--- src/rtl/lpm_pkg.sv ---
// Shared types for the LPM trie walker: node layout, flag bit positions, walker
// state encoding and the per-level key slicing helper.
package lpm_pkg;

   typedef struct packed {
      logic [31:0] c;  // flags
      logic [31:0] b;  // prefix result
      logic [31:0] a;  // child table base
   } lpm_node_t;

   localparam int unsigned LPM_FLAG_VALID = 0;
   localparam int unsigned LPM_FLAG_LEAF  = 1;

   typedef enum logic [1:0] {
      StIdle,
      StReq,
      StWait,
      StDone
   } lpm_state_e;

   // Zero-extended STRIDE-bit slice of the key for trie level lvl, taken MSB first.
   function automatic logic [31:0] lpm_key_slice(input logic [31:0] key,
                                                 input int unsigned lvl,
                                                 input int unsigned stride);
      logic [31:0] mask;
      int unsigned hi_bits;
      hi_bits = (lvl + 1) * stride;
      mask    = (stride >= 32) ? '1 : ((32'd1 << stride) - 32'd1);
      if (hi_bits > 32) begin
         return '0;
      end
      return (key >> (32 - hi_bits)) & mask;
   endfunction

endpackage

--- src/rtl/lpm_walker.sv ---
// Longest-prefix-match trie walker: one lookup in flight, one node read per level.
// Optional statistics counters are built when LPM_WALKER_STATS_EN is defined.
module lpm_walker
   import lpm_pkg::*;
#(
   parameter int unsigned STRIDE    = 8,
   parameter int unsigned MAX_STEPS = 4,
   parameter logic [31:0] ROOT_BASE = 32'h0
) (
   input  logic        CLK,
   input  logic        nRST,
   input  logic        in__ENA,
   input  logic [31:0] in_key,
   input  logic [31:0] in_id,
   output logic        in__RDY,
   output logic        mem_req__ENA,
   output logic [95:0] mem_req_v,
   input  logic        mem_req__RDY,
   output logic        mem_resAccept__ENA,
   input  logic        mem_resAccept__RDY,
   input  logic [95:0] mem_resValue,
   input  logic        mem_resValue__RDY,
   input  logic        out__ENA,
   output logic        out__RDY,
   output logic        out_hit,
   output logic [63:0] out_v,
   output logic [31:0] stat_lookups,
   output logic [31:0] stat_memReads
);

   lpm_state_e  state_q, state_d;
   logic [31:0] key_q, key_d;
   logic [31:0] id_q, id_d;
   logic [31:0] addr_q, addr_d;
   logic [31:0] step_q, step_d;
   logic [31:0] best_q, best_d;
   logic        hit_q, hit_d;

   lpm_node_t node;
   logic      in_fire, req_fire, acc_fire, last_step;
   logic      unused_c;

   assign node      = lpm_node_t'(mem_resValue);
   assign in_fire   = (state_q == StIdle) && in__ENA;
   assign req_fire  = (state_q == StReq) && mem_req__RDY;
   assign acc_fire  = (state_q == StWait) && mem_resValue__RDY && mem_resAccept__RDY;
   assign last_step = (step_q == 32'(MAX_STEPS - 1));
   assign unused_c  = ^node.c[31:2];

   always_ff @(posedge CLK) begin
      if (!nRST) begin
         state_q <= StIdle;
         key_q   <= '0;
         id_q    <= '0;
         addr_q  <= '0;
         step_q  <= '0;
         best_q  <= '0;
         hit_q   <= 1'b0;
      end else begin
         state_q <= state_d;
         key_q   <= key_d;
         id_q    <= id_d;
         addr_q  <= addr_d;
         step_q  <= step_d;
         best_q  <= best_d;
         hit_q   <= hit_d;
      end
   end

   always_comb begin
      state_d = state_q;
      key_d   = key_q;
      id_d    = id_q;
      addr_d  = addr_q;
      step_d  = step_q;
      best_d  = best_q;
      hit_d   = hit_q;
      unique case (state_q)
         StIdle: begin
            if (in_fire) begin
               key_d   = in_key;
               id_d    = in_id;
               step_d  = '0;
               hit_d   = 1'b0;
               best_d  = '0;
               addr_d  = ROOT_BASE + lpm_key_slice(in_key, 0, STRIDE);
               state_d = StReq;
            end
         end
         StReq: begin
            if (req_fire) state_d = StWait;
         end
         StWait: begin
            if (acc_fire) begin
               // A leaf without a valid flag keeps the earlier best match.
               if (node.c[LPM_FLAG_VALID]) begin
                  hit_d  = 1'b1;
                  best_d = node.b;
               end
               if (node.c[LPM_FLAG_LEAF] || last_step) begin
                  state_d = StDone;
               end else begin
                  addr_d  = node.a + lpm_key_slice(key_q, step_q + 32'd1, STRIDE);
                  step_d  = step_q + 32'd1;
                  state_d = StReq;
               end
            end
         end
         StDone: begin
            if (out__ENA) state_d = StIdle;
         end
         default: state_d = StIdle;
      endcase
   end

   always_comb begin
      in__RDY            = (state_q == StIdle);
      mem_req__ENA       = req_fire;
      mem_req_v          = (state_q == StReq) ? {step_q, key_q, addr_q} : '0;
      mem_resAccept__ENA = acc_fire;
      out__RDY           = (state_q == StDone);
      out_hit            = (state_q == StDone) ? hit_q : 1'b0;
      out_v              = (state_q == StDone) ? {best_q, id_q} : '0;
   end

`ifdef LPM_WALKER_STATS_EN
   logic [31:0] lookups_q, reads_q;

   always_ff @(posedge CLK) begin
      if (!nRST) begin
         lookups_q <= '0;
         reads_q   <= '0;
      end else begin
         if (in_fire)  lookups_q <= lookups_q + 32'd1;
         if (req_fire) reads_q   <= reads_q + 32'd1;
      end
   end

   assign stat_lookups  = lookups_q;
   assign stat_memReads = reads_q;
`else
   assign stat_lookups  = '0;
   assign stat_memReads = '0;
`endif

endmodule

--- config.mk ---
export PLATFORM = sky130hd
export DESIGN_NAME = lpm_walker
export DESIGN_NICKNAME = d
export VERILOG_FILES = /design/src/rtl/lpm_pkg.sv /design/src/rtl/lpm_walker.sv
export SDC_FILE = /design/constraint.sdc
export NUM_CORES = 1
export LEC_CHECK = 0
export CORE_MARGIN = 2
export CORE_UTILIZATION = 35
export DETAILED_ROUTE_END_ITERATION = 12
export GPL_ROUTABILITY_DRIVEN = 0
export HOLD_SLACK_MARGIN = 0.03
export PLACE_DENSITY = 0.77
export SLEW_MARGIN = 0
export SYNTH_ARGS = -nofsm -noshare
export SYNTH_HDL_FRONTEND = slang
export SYNTH_SLANG_ARGS = --single-unit
--- constraint.sdc ---
create_clock -name CLK -period 8.1 [get_ports CLK]
set_input_delay 1.62 -clock CLK [delete_from_list [all_inputs] [get_ports CLK]]
set_output_delay 1.62 -clock CLK [all_outputs]
set_load 0.005 [all_outputs]
==> metrics <==
status complete, no violations; Die Y 179 um; num ports 396; clk buf depth 2; hold path startpoint addr_q[22]; Data required, critical path 8.46 ns; Root Buffer clkbuf_16; Async SR Flop Fraction 0%; Least-Margin Pin Slew 1.01 ns; wire per inst 17.5 um; post-DR vias/cell 5.29; Post-Route Setup TNS 0 ns; Tot Pwr 2040 uW; Reg2Reg Setup Slack 0.88 ns; grt total ovfl 0; H-tree depth 4; Post-route DRC 0; Fmax 0.138 GHz; global-route wire length before repair 55600 um; CP Launch Type flip-flop; Max-Cap Viols 0; post-synthesis cell area 10700 um2; Mean Syn Cell Area 7.56 um2; Critical Path AT 7.58 ns; synth warn 0; Layout Cell Area excl Fill 14200 um2; worst setup margin 0.879 ns; ys flop type dfxtp_1; core area 29800 um2; Initial Utilization 35.8%; Hold Crit Class flip-flop to flip-flop; final number of max-transition violations 0; RSZ-0062 raised after global routing false; register area 3270 um2; initial antenna violation count 3; Final Hold Vio Count 0; sequential area share after synthesis 30.6%; clock slew seen by the registers of the worst setup and hold paths 0.07 ns; Initial DRC Count 944; number of post-CTS setup repair buffers 0; Fill cells 2892; area of the multi-input gates 6630 um2; via count 10752; share of layout cells above drive strength 1 4.82%; WHS 0.448 ns; full die area 31900 um2; Worst R2R Start step_q[1]; first-pass iteration count of the detailed router 5; Clock Sinks 163; Nets 1804; most common cell after layout, fill and taps aside clkdlybuf4s50_1; pin count of the biggest net entering global routing 111; synth top area cells dfxtp_1 (31%), nand2_1 (8.6%), a21boi_0 (7.8%); ANT nets after route 0; Worst Path Class, Setup flip-flop to flip-flop; R2R cell count 24; leading cell types in the layout, fill and taps excluded clkdlybuf4s50_1 (300), nand2_1 (243), dfxtp_1 (161); power per cell area 143 nW/um2; Rows 63; Routed WL 35500 um; Die Width 179 um; FF-to-FF End addr_q[24]; Post-synth EDFFs 0; CTS Buf Count 17; Critical Path Fanout Max 11; Synth top area share 30.6%; clk_lat worst skew 0.44 ns; Tcrit/Tclk final 89.2%; placed cell area 13600 um2; vias in the first global route 10309; Worst setup EP type flip-flop; CP endpoint addr_q[24]; synthesis-stage register bit count 163; post-cts sizing count 0; hold_buf cts 0; Leak 0.00523 uW; leading area contributor after synthesis dfxtp_1; GRT Total Usage 22.1%; DP Wirelength 25500 um; P&R area growth vs syn 33.1%; Final setup viols 0; CP startpoint step_q[1]; Place WS 1.03 ns; Netlist cell types 77; crit path time final 7.22 ns; peak supply drop 0.132 mV; Slew headroom 32.3%; CTS tree built; clock skew 0.0196 ns; cells after synthesis 1411; IO buf count 301
==> Yosys cell counts (8+ instances only) <==
cell type  number
o21ai_0        45
nor2b_1        21
dfxtp_1       163
nand3_1        70
mux4_2          8
nor4b_1        10
ha_1           10
nand4b_1        9
buf_1          11
nor3_1         36
o211ai_1        8
xnor2_1        31
xor2_1         16
a22oi_1        12
a21oi_1        25
nor2_1         40
nand2_1       245
and2_1        114
nand4_1        17
nor4_1         18
clkbuf_1      101
and3_1         81
buf_4          65
inv_1          18
o2111ai_1       9
a21boi_0      111
==> layout make-up <==
class	count	area share, %
clock buffer	18	3.02
clock inverter	14	1.31
multi-input combinational	1107	46.6
timing repair buffer	318	22.1
sequential	163	23.0
tap	390	3.43
inverter	19	0.502
antenna	2	0.0352
==> worst min path at each step <==
stage | cells after the start | to | slack [ns]
6_report | 2 | addr_q[22] | 0.45
5_1_grt | 2 | addr_q[11] | 0.48
4_1_cts | 2 | addr_q[22] | 0.45
3_5_place_dp | 2 | addr_q[22] | 0.44
3_3_place_gp | 2 | addr_q[15] | 0.43
2_1_floorplan | 2 | addr_q[10] | 0.42
==> kinds of logic after synthesis <==
| family | after synthesis | synth area share [%] |
|---|---|---|
| XOR/XNOR | 47 | 3.86 |
| buffers and inverters | 204 | 9.73 |
| other | 1 | 0.0351 |
| adder cells (fa/ha/maj) | 11 | 1.36 |
| AO/OA/AOI/OAI | 275 | 18.2 |
| flip-flops | 163 | 30.6 |
| multiplexers | 15 | 2.38 |
| AND/OR/NAND/NOR | 695 | 33.8 |
==> sequential cells by signal, summed over array words and instances, names as in the netlist <==
| name | flops |
|---|---|
| state_q | 2 |
| best_q | 32 |
| addr_q | 32 |
| key_q | 32 |
| step_q | 32 |
| hit_q | 1 |
| id_q | 32 |
==> layer usage <==
layer  share of wire, %  global-route usage, %  vias to the layer above
met5              0.045                      0                        -
met4                2.6                   7.96                        2
met3                8.3                   6.46                       58
met2                 49                   37.6                      426
met1                 40                   26.5                     5055
li1                   -                      -                     5211
==> through the flow <==
step           utilization, %  std cells
2_1_floorplan               -       1474
3_3_place_gp             45.6       1997
3_5_place_dp             45.6       1997
4_1_cts                  47.7       2029
5_1_grt                  47.7       2030
6_report                 47.7       2031
==> power by group <==
part           total [uW]  switching, uW  internal [uW]  leakage [uW]
Sequential            860           25.8            835       0.00133
Clock                 860            388            472      0.000298
Combinational         319            180            139       0.00361
==> critical path: stages (launching register included) <==
cell and delay [ns]:
dfxtp_1 0.56, ha_1 0.22, buf_4 0.18, nand4_1 0.11
buf_4 0.22, or3_1 0.36, a22oi_1 0.33, nand4_1 0.29
or4_4 0.63, nor4_1 0.35, xnor2_1 0.17, nand4b_1 0.40
nor4b_1 0.41, ha_1 0.26, inv_1 0.07, fa_1 0.37
nor2b_1 0.16, o21ai_0 0.12, a21oi_1 0.20, o21ai_0 0.13
a21boi_0 0.34, o21a_1 0.41, o21ai_1 0.25, or4_1 0.52
nand3_1 0.09
No activity file was read; power rests on OpenSTA's default activity.
